[src/rtl/ps2_pkg.sv]
// Shared definitions for the PS/2 key poller: key register addresses,
// key count and poll FSM state type.
package ps2_pkg;

  localparam int unsigned NUM_KEYS = 10;

  localparam logic [3:0] KEY_E   = 4'd0;
  localparam logic [3:0] KEY_W   = 4'd1;
  localparam logic [3:0] KEY_A   = 4'd2;
  localparam logic [3:0] KEY_S   = 4'd3;
  localparam logic [3:0] KEY_D   = 4'd4;
  localparam logic [3:0] KEY_KP7 = 4'd5;
  localparam logic [3:0] KEY_KP8 = 4'd6;
  localparam logic [3:0] KEY_KP4 = 4'd7;
  localparam logic [3:0] KEY_KP5 = 4'd8;
  localparam logic [3:0] KEY_KP6 = 4'd9;

  typedef enum logic [2:0] {
    ST_IDLE,
    ST_SCAN_REQ,
    ST_SCAN_WAIT,
    ST_SCAN_SAMPLE,
    ST_SCAN_FINISH,
    ST_COMMIT
  } poll_state_e;

endpackage

[src/rtl/ps2_poll_timer.sv]
// Idle-interval counter: counts enabled cycles and flags expiry on the
// cycle the count reaches POLL_INTERVAL-1; clear has priority.
module ps2_poll_timer #(
  parameter int unsigned POLL_INTERVAL = 1000
) (
  input  logic clk,
  input  logic reset,
  input  logic count_en_i,
  input  logic clear_i,
  output logic expire_o
);

  localparam int unsigned CW = (POLL_INTERVAL > 1) ? $clog2(POLL_INTERVAL + 1) : 1;

  logic [CW-1:0] cnt_q, cnt_d;

  always_comb begin
    cnt_d = cnt_q;
    if (clear_i) begin
      cnt_d = '0;
    end else if (count_en_i) begin
      cnt_d = cnt_q + CW'(1);
    end
  end

  always_ff @(posedge clk or posedge reset) begin
    if (reset) begin
      cnt_q <= '0;
    end else begin
      cnt_q <= cnt_d;
    end
  end

  assign expire_o = count_en_i && (cnt_q == CW'(POLL_INTERVAL - 1));

endmodule

[src/rtl/ps2_key_poller.sv]
// Bus master that scans the PS/2 key-state registers, assembles a key
// bitmap and reports per-key changes with a one-cycle event pulse.
module ps2_key_poller #(
  parameter int unsigned BUS_WIDTH     = 32,
  parameter int unsigned CTRL_WIDTH    = 8,
  parameter int unsigned NUM_KEYS      = ps2_pkg::NUM_KEYS,
  parameter int unsigned ADDR_WIDTH    = 4,
  parameter int unsigned POLL_INTERVAL = 1000
) (
  input  logic                  clk,
  input  logic                  reset,
  input  logic                  enable,
  input  logic                  scan_now,
  output logic                  bus_ack,
  output logic [BUS_WIDTH-1:0]  bus_addr,
  input  logic [BUS_WIDTH-1:0]  bus_rdata,
  input  logic [CTRL_WIDTH-1:0] bus_ctrl,
  output logic [NUM_KEYS-1:0]   key_map,
  output logic [NUM_KEYS-1:0]   key_changed,
  output logic                  key_event,
  output logic                  scan_busy
);

  import ps2_pkg::*;

  poll_state_e           state_q, state_d;
  logic [ADDR_WIDTH-1:0] index_q, index_d;
  logic [NUM_KEYS-1:0]   shadow_q, shadow_d;
  logic [NUM_KEYS-1:0]   map_q, map_d;
  logic [NUM_KEYS-1:0]   changed_q, changed_d;
  logic                  event_q, event_d;
  logic                  in_idle;
  logic                  start_scan;
  logic                  timer_expire;
  logic                  unused_bus_bits;

  assign in_idle    = (state_q == ST_IDLE);
  // scan_now and interval expiry collapse into a single start; busy ignores both.
  assign start_scan = in_idle && (scan_now || timer_expire);

  ps2_poll_timer #(
    .POLL_INTERVAL(POLL_INTERVAL)
  ) u_timer (
    .clk        (clk),
    .reset      (reset),
    .count_en_i (in_idle && enable),
    .clear_i    (start_scan || !in_idle),
    .expire_o   (timer_expire)
  );

  always_comb begin
    state_d   = state_q;
    index_d   = index_q;
    shadow_d  = shadow_q;
    map_d     = map_q;
    changed_d = changed_q;
    event_d   = 1'b0;
    unique case (state_q)
      ST_IDLE: begin
        if (start_scan) state_d = ST_SCAN_REQ;
      end
      ST_SCAN_REQ:  state_d = ST_SCAN_WAIT;
      ST_SCAN_WAIT: state_d = ST_SCAN_SAMPLE;
      ST_SCAN_SAMPLE: begin
        if (!bus_ctrl[0]) begin
          shadow_d[index_q] = bus_rdata[0];
          state_d           = ST_SCAN_FINISH;
        end
      end
      ST_SCAN_FINISH: begin
        if (index_q == ADDR_WIDTH'(NUM_KEYS - 1)) begin
          state_d = ST_COMMIT;
        end else begin
          index_d = index_q + ADDR_WIDTH'(1);
          state_d = ST_SCAN_REQ;
        end
      end
      ST_COMMIT: begin
        index_d   = '0;
        changed_d = shadow_q ^ map_q;
        map_d     = shadow_q;
        event_d   = |(shadow_q ^ map_q);
        state_d   = ST_IDLE;
      end
      default: state_d = ST_IDLE;
    endcase
  end

  always_ff @(posedge clk or posedge reset) begin
    if (reset) begin
      state_q   <= ST_IDLE;
      index_q   <= '0;
      shadow_q  <= '0;
      map_q     <= '0;
      changed_q <= '0;
      event_q   <= 1'b0;
    end else begin
      state_q   <= state_d;
      index_q   <= index_d;
      shadow_q  <= shadow_d;
      map_q     <= map_d;
      changed_q <= changed_d;
      event_q   <= event_d;
    end
  end

  assign bus_ack     = (state_q == ST_SCAN_REQ);
  assign bus_addr    = BUS_WIDTH'(index_q);
  assign scan_busy   = !in_idle;
  assign key_map     = map_q;
  assign key_changed = changed_q;
  assign key_event   = event_q;

  assign unused_bus_bits = ^{bus_rdata[BUS_WIDTH-1:1], bus_ctrl[CTRL_WIDTH-1:1]};

endmodule

[config.mk]
export PLATFORM = sky130hd
export DESIGN_NAME = ps2_key_poller
export DESIGN_NICKNAME = d
export VERILOG_FILES = /design/src/rtl/ps2_pkg.sv /design/src/rtl/ps2_poll_timer.sv /design/src/rtl/ps2_key_poller.sv
export SDC_FILE = /design/constraint.sdc
export NUM_CORES = 1
export LEC_CHECK = 0
export CORE_MARGIN = 1
export CORE_UTILIZATION = 45
export CTS_BUF_LIST = sky130_fd_sc_hd__clkbuf_8
export DETAILED_ROUTE_END_ITERATION = 8
export PLACE_DENSITY = 0.83
export SLEW_MARGIN = 20
export SYNTH_ARGS = -nofsm -noshare
export SYNTH_HDL_FRONTEND = slang
export SYNTH_SLANG_ARGS = --single-unit
[constraint.sdc]
create_clock -name clk -period 2.45 [get_ports clk]
set_clock_uncertainty 0.2 [all_clocks]
set_input_delay 0.49 -clock clk [delete_from_list [all_inputs] [get_ports clk]]
set_output_delay 0.49 -clock clk [all_outputs]
set_load 0.005 [all_outputs]
-- Yosys cells after proc, flatten, opt, wreduce, memory -nomap -nowiden
Cells that the tools add are included.
W data, S select, Z words.
- add/subtract/negate cells: 2
- magnitude comparators: 2
- equal/unequal tests: 10
- multiplexer cells: 12
- bitwise logic cells: 2
- reductions and logical operators: 14
- operator list (cell ; count):
    $mux W10 ; 2
    $pmux W3 S5 ; 1
    $add A10 B1 Y10 const B ; 1
    $bwmux W10 ; 1
    $eq A10 B10 Y1 const B ; 1
    $reduce_or A10 Y1 ; 1
    $xor A10 B10 Y10 ; 1
    $mux W3 ; 3
    $pmux W4 S2 ; 1
    $eq A3 B2 Y1 const B ; 2
    $eq A3 B3 Y1 const B ; 2
    $reduce_and A2 Y1 ; 3
    $lt A4 B5 Y1 const B ; 1
    $add A4 B1 Y4 const B ; 1
    $demux W1 S4 ; 1
    $eq A4 B4 Y1 const B ; 1
    $ge A4 B1 Y1 const B ; 1
    $logic_and A1 B1 Y1 ; 4
    $mux W4 ; 1
    $ne A2 B2 Y1 const B ; 2
    $reduce_bool A2 Y1 ; 2
    $eq A3 B1 Y1 const B ; 1
    $logic_not A3 Y1 ; 1
    $logic_or A1 B1 Y1 ; 2
    other kinds (4) ; 5
- bits in registers: 48
- input bits: 44
- output and inout bits: 55
- logic and storage cells: 49

-- Depth between registers and ports, before layout
Gate-level depths: netlist of the first run.
- depth in word-level cells: 7
- depth in mapped cells: 6
- mapped depth without buffers: 6

-- Modules after synthesis
A second synthesis of the first run with hierarchy kept.
- cell total of the unflattened synthesis: 271
- area total of the unflattened synthesis: 2526.2 µm²
- modules (own cells, without submodules) (module ; times used ; cells an instance ; area an instance (µm²) ; sequential area each (µm²)):
    ps2_key_poller ; 1 ; 220 ; 2020.7 ; 950.9
    ps2_poll_timer ; 1 ; 51 ; 505.5 ; 250.2

-- Least setup slack after synthesis of the first run
No wires, ideal clock.
- path kind: reg-to-reg
- start point: reg state_q[2]
- end point: reg u_timer.cnt_q[8]
- data arrival time: 1575 ps
- setup slack: 554 ps
- stages on the path, launching flop included: 6
- path buffers: 1
- period minus slack after synthesis: 1896 ps
- cell sequence: dfrtp_1 buf_6 or4b_4 nor4_1 xnor2_1 nor2_2
- cells in the longest elaborated chain, start to end: 7
- elaborated cells on any way between the ends: 9
- those cells by class: mux (1); reduce/logical (8)
- RTL lines (element ; line ; text):
    start, declared ; ps2_key_poller.sv:26 ; poll_state_e state_q, state_d;
    start signal, assigned ; ps2_key_poller.sv:98 ; state_q <= state_d;
    $logic_not A3 Y1 * ; ps2_key_poller.sv:37 ; assign in_idle = (state_q == ST_IDLE);
    $logic_and A1 B1 Y1 ; ps2_key_poller.sv:46 ; .count_en_i (in_idle && enable),
    $logic_and A1 B1 Y1 ; ps2_poll_timer.sv:34 ; assign expire_o = count_en_i && (cnt_q == CW'(POLL_INTERVAL - 1));
    $logic_or A1 B1 Y1 ; ps2_key_poller.sv:39 ; assign start_scan = in_idle && (scan_now || timer_expire);
    $logic_and A1 B1 Y1 ; ps2_key_poller.sv:39 ;
    $logic_or A1 B1 Y1 ; ps2_key_poller.sv:47 ; .clear_i (start_scan || !in_idle),
    $mux W10 or $reduce_bool A2 Y1 (tied branches) ; - ;
    end signal, assigned ; ps2_poll_timer.sv:30 ; cnt_q <= cnt_d;
    end, declared ; ps2_poll_timer.sv:15 ; logic [CW-1:0] cnt_q, cnt_d;
Mark *: on every way between the ends. The rest lies on a longest branch, timed or not.
A chain may end at the register's enable or synchronous reset.

-- Final worst setup path of the first run
- start point: reg state_q[2]
- end point: out scan_busy
- cells in the longest elaborated chain, start to end: 2
- RTL lines (element ; line ; text):
    $logic_not A3 Y1 ; ps2_key_poller.sv:37 ;
    $logic_not A1 Y1 ; ps2_key_poller.sv:109 ; assign scan_busy = !in_idle;
    end, declared ; ps2_key_poller.sv:21 ; output logic scan_busy
No other way between the ends.

==> results of run 1 <==
timing repair:
item                                   in CTS  in global routing
setup endpoints to repair                   1                  2
resized for setup                           1                  2
buffers inserted                            0                  3
endpoints found under the hold margin       0                  0
state kept, by name (all words and copies together), names as in the netlist:
name           cells
shadow_q          10
key_map           10
key_changed       10
key_event          1
u_timer.cnt_q     10
index_q            4
state_q            3
stage by stage:
stage	instances	hold slack (ps)	cell area [um^2]
finish	363	284	2900
global route	363	306	2900
CTS	360	288	2870
detailed placement	352	270	2780
global placement	352	261	2780
floorplan	283	270	2580
power breakdown:
group | switching [mW] | total [mW] | internal, mW
logic | 0.306 | 0.692 | 0.386
clock network | 0.260 | 0.488 | 0.228
registers | 0.174 | 1.11 | 0.932
cell families (layout without fill, tap and decap cells):
kind of cell    count (synthesis)  in the layout  synth area share [%]
compound gates                 18             18                  4.04
xor+xnor                       20             20                  7.07
fa+ha+maj                       5              5                  2.53
buf+inv                        42             52                  11.2
flops                          48             48                  48.5
mux                            11             11                  4.95
other cells                     1             28                 0.151
simple gates                  111            111                  21.6
Yosys cell counts (2+ instances only):
master,instances
nand2_1,60
dfrtp_1,48
buf_4,29
nor2_1,14
o21ai_0,13
xnor2_1,13
mux2_2,10
xor2_1,7
clkbuf_1,5
ha_1,5
nand3_1,5
nand4_1,5
inv_1,4
nor4_1,4
nand3b_1,3
nor2_2,3
nor3_1,3
nor3b_1,3
nor4b_1,3
a21oi_1,2
buf_2,2
layout by cell type, fill, tap and decap left out, drive strengths merged, types with 7 or more instances in the layout:
cell type      instances
dfrtp                 48
conb                  28
buf                    8
mux2                  10
o21ai                 13
xnor2                 13
clkdlybuf4s50         32
nor2                  17
xor2                   7
nand2                 60
critical path: stages (launching register included):
cell and delay (ps):
dfrtp_2 480, or3_2 480, clkdlybuf4s50_1 450
worst paths after layout:
kind,from,end,slack (ps),depth (start not counted)
worst max-delay path,state_q[2]$_DFFE_PP0P_,scan_busy,50,2
worst min-delay path,key_changed[2]$_DFFE_PP0P_,key_changed[2]$_DFFE_PP0P_,280,2
worst max register to register,state_q[2]$_DFFE_PP0P_,u_timer.cnt_q[1]$_DFFE_PP0P_,220,4
worst min register to register,key_changed[2]$_DFFE_PP0P_,key_changed[2]$_DFFE_PP0P_,280,2
max in group asynchronous,reset,key_map[7]$_DFFE_PP0P_,1240,3
min in group asynchronous,reset,u_timer.cnt_q[4]$_DFFE_PP0P_,320,2
cell type report:
cell class	count	area share (%)
Timing Repair Buffer	40	13.6
Tap cell	70	3.02
Sequential cell	48	41.6
Clock buffer	6	2.85
Clock inverter	2	0.518
Multi-Input combinational cell	193	38.0
Inverter	4	0.518
routing by layer:
layer / up-vias / wire, um / part of all wire (%)
met2: 50 / 2040 / 47
met1: 839 / 2050 / 47
met5: - / 0 / 0
li1: 860 / - / -
met4: 0 / 68 / 1.6
met3: 6 / 186 / 4.3
==> impl_metrics.yaml, run 1 <==
status:
  outcome: "finished clean"
sta:
  fmax_mhz: 416
  finalMaxSlewViolations: 0
  setup_viol_count_final: 0
  tns_ps: 0
  hold_viol_final: 0
  setup_ws_ps: 45.3
  period_needed_ps: 2400
  fin_crit_sh_pct: 98.2
route:
  wl_mm: 4.34
  via_count: 1755
  ant_nets: 0
  drc_errors: 0
  drtIter0Drc: 139
  viasPerCell: 4.83
  firstDrtPassIters: 4
  wire_per_inst_um: 11.9
synthesis:
  synth_enable_flop_cells: 0
  synthCells: 256
  yosys_most_used_dff: "dfrtp_1"
  synth_sequential_area_ratio_pct: 48.5
  yosysTopAreaCellShare_pct: 48.5
  yosys.area.top_type: "dfrtp_1"
  synth_seq_cells: 48
  async_flop_share_pct: 100
  synth.area.top_cells: "dfrtp_1 48%, nand2_1 9.1%, buf_4 8.8%, xnor2_1 4.6%, mux2_2 4.5%"
  synthesis.area_um2: 2480
  avgSynthCellArea_um2: 9.68
  yosysWarningCount: 0
  yosysUniqueCellTypes: 36
global_route:
  grt_max_degree: 30
  grt-busiest-layer: "met2"
  grt_pass1_vias: 1631
  use_met3_pct: 3.83
  grt.overflow.total: 0
  grt_usage_pct: 15.9
  grt_antenna_before_repair: 0
  grt_util_met1_pct: 20.9
  grt_use_met2_pct: 25.4
  grt_pass1_wl_mm: 7.40
setup_path:
  worst_setup_path_end_kind: "output port"
  start_kind: "flip-flop"
  required_ps: 1760
  crit_type: "reg2out"
  arrival_ps: 1710
  critPathMaxFanout: 9
placed_design:
  place_ws_ps: -33.6
  dp_hpwl_mm: 3.08
  gp_congestion: 0.853
  port-buffer-count: 32
min_path:
  hold_class: "reg2reg"
clock_network:
  clock-sinks: 48
  insertion_delay_ps: 300
  ctsHoldBuffers: 0
  numCtsBuffers: 5
  cts_buffer_depth: 2
  clkTransAtPathRegs_ps: 90
  cts_root_buf: "clkbuf_8"
  htree_num_levels: 2
  cts_tree: "done"
floorplanning:
  num_rows: 26
  core_um2: 5200
  fp.dieW_um: 76.2
  ios: 99
  initial_core_util_pct: 47.6
  fp.dieH_um: 76.2
  die_area_um2: 5810
cells_and_area:
  drive_gt1_share_pct: 12.6
  area_growth_pct: 17.0
  fillers: 467
  postLayoutCoreUtil_pct: 55.7
  nets: 341
  multiInputGateArea_um2: 1100
  final-seq-area_um2: 1200
  diodes: 0
pwr:
  power_density_nw_per_um2: 788
  p_total_mw: 2.29
  vdd_drop_max_uv: 333
  p_leak_nw: 1.31
run:
  max_cap_viol_count: 0
Note: power is estimated with default switching activity, not from simulation.
==> run 2: changes to the inputs <==
- CORE_ASPECT_RATIO: default -> 0.8
==> run 2 against run 1 <==
The flow now finishes with violations (design-rule violations). Critical path depth did not move. Total power is 2.1% lower. Design area shrank 1.2%. Non-clock buffer count is 1 lower. First-iteration DRC count fell by 36%. Final cell count fell by 2.8%. Via count shrank 1.5%. Largest cell class unchanged. Largest power group unchanged.
==> impl_metrics.yaml, run 2 (synthesis gave the netlist of run 1 again) <==
setup_path:
  critPathMaxFanout: 12
  crit_type: "reg2out"
  required_ps: 1760
  r2r-end: "u_timer.cnt_q[5]$_DFFE_PP0P_"
  arrival_ps: 1690
  reg2reg_depth: 4
  worst_setup_path_end_kind: "output port"
  crit_path_start: "state_q[1]$_DFFE_PP0P_"
  rr_startpoint: "state_q[1]$_DFFE_PP0P_"
  ff2ff_setup_slack_ps: 390
  start_kind: "flip-flop"
run:
  max_cap_viol_count: 0
pwr:
  vdd_drop_max_uv: 262
  power_density_nw_per_um2: 781
  p_total_mw: 2.24
  p_leak_nw: 1.30
min_path:
  hold_class: "reg2reg"
  whs_endpoint: "key_changed[2]$_DFFE_PP0P_"
  min_path_cells: 2
  min_from: "key_changed[2]$_DFFE_PP0P_"
floorplanning:
  initial_core_util_pct: 48.1
  ios: 99
  fp.dieW_um: 85.0
  die_area_um2: 5810
  num_rows: 23
  core_um2: 5150
  fp.dieH_um: 68.4
sta:
  fin_crit_sh_pct: 97.3
  setup_viol_count_final: 0
  finalMaxSlewViolations: 0
  period_needed_ps: 2380
  tns_ps: 0
  rsz0062_at_grt: "false"
  hold_viol_final: 0
  holdWs_ps: 280
  fmax_mhz: 420
cells_and_area:
  final_area_um2: 2860
  drive_gt1_share_pct: 11.7
  layout_common_cells: "60 x nand2_1, 46 x dfrtp_1, 32 x clkdlybuf4s50_1, 28 x conb_1, 14 x nor2_1"
  area_growth_pct: 15.6
  nets: 340
  fin_cells: 353
  diodes: 0
  final_common_cell: "nand2_1"
placed_design:
  placed_cells: 346
  dp_hpwl_mm: 3.15
  port-buffer-count: 32
  gp_congestion: 0.795
  post_dp_cell_area_um2: 2780
clock_network:
  post_cts_buffers: 0
  ctsHoldBuffers: 0
  numCtsBuffers: 5
  clkTransAtPathRegs_ps: 80
  clock-sinks: 48
  cts_buffer_depth: 2
  insertion_delay_ps: 310
  cts_root_buf: "clkbuf_8"
  cts_resized: 0
  htree_num_levels: 2
  cts_tree: "done"
route:
  firstDrtPassIters: 7
  wl_mm: 4.27
  viasPerCell: 4.90
  wire_per_inst_um: 12.1
  ant_nets: 0
  drc_errors: 8
  via_count: 1729
  drtIter0Drc: 89
global_route:
  grt_pass1_vias: 1604
  grt_pass1_wl_mm: 7.48
  grt_antenna_before_repair: 0
  grt.overflow.total: 0
  grt_max_degree: 49
  grt_usage_pct: 16.8
status:
  failed_checks: "design-rule violations"
  outcome: "finished with violations"
-- run 2: critical path: stages, from the launching register on --
cell and delay (ps):
dfrtp_2 480, or3_2 460, clkdlybuf4s50_1 450
-- run 2: per-stage QoR --
| stage | worst slack (ps) | utilization (%) |
|---|---|---|
| floorplan | 554 | - |
| global route | 6.32 | 55.6 |
| global placement | 58.6 | 54.0 |
| detailed placement | 47.4 | 54.0 |
| CTS | 19.0 | 55.6 |
| finish | 66.2 | 55.6 |
-- run 2: cell type report --
class                      instances  area, um^2
clock buffer                       5        68.8
clock inverter                     2        12.5
fill                             460        2290
inverter                           4        15.0
multi-input combinational        193        1100
sequential                        48        1200
tap                               62        77.6
timing repair buffer              39         385
-- run 2: worst max path at each step --
| stage | to | slack, ps | depth (start not counted) |
|---|---|---|---|
| after floorplan | u_timer.cnt_q[8]$_DFFE_PP0P_ | 550 | 5 |
| after global routing | scan_busy | 6 | 2 |
| after detailed placement | shadow_q[0]$_DFFE_PP0P_ | 50 | 4 |
| after global placement | shadow_q[0]$_DFFE_PP0P_ | 60 | 4 |
| final | scan_busy | 70 | 2 |
| after CTS | scan_busy | 20 | 2 |
-- run 2: per-layer routing --
metal | vias to the layer above | share of wire (%) | track usage (%) | wire, um
met5 | - | 0 | 0 | 0
met4 | 0 | 1.9 | 8.47 | 82
met3 | 9 | 3.4 | 3.38 | 147
met2 | 44 | 45 | 26.2 | 1910
met1 | 816 | 50 | 22.6 | 2130
li1 | 860 | - | - | -
-- run 2: report_power, final --
part | switching [mW] | total (mW) | internal, mW
clock network | 0.258 | 0.451 | 0.193
registers | 0.162 | 1.09 | 0.931
logic | 0.314 | 0.692 | 0.378
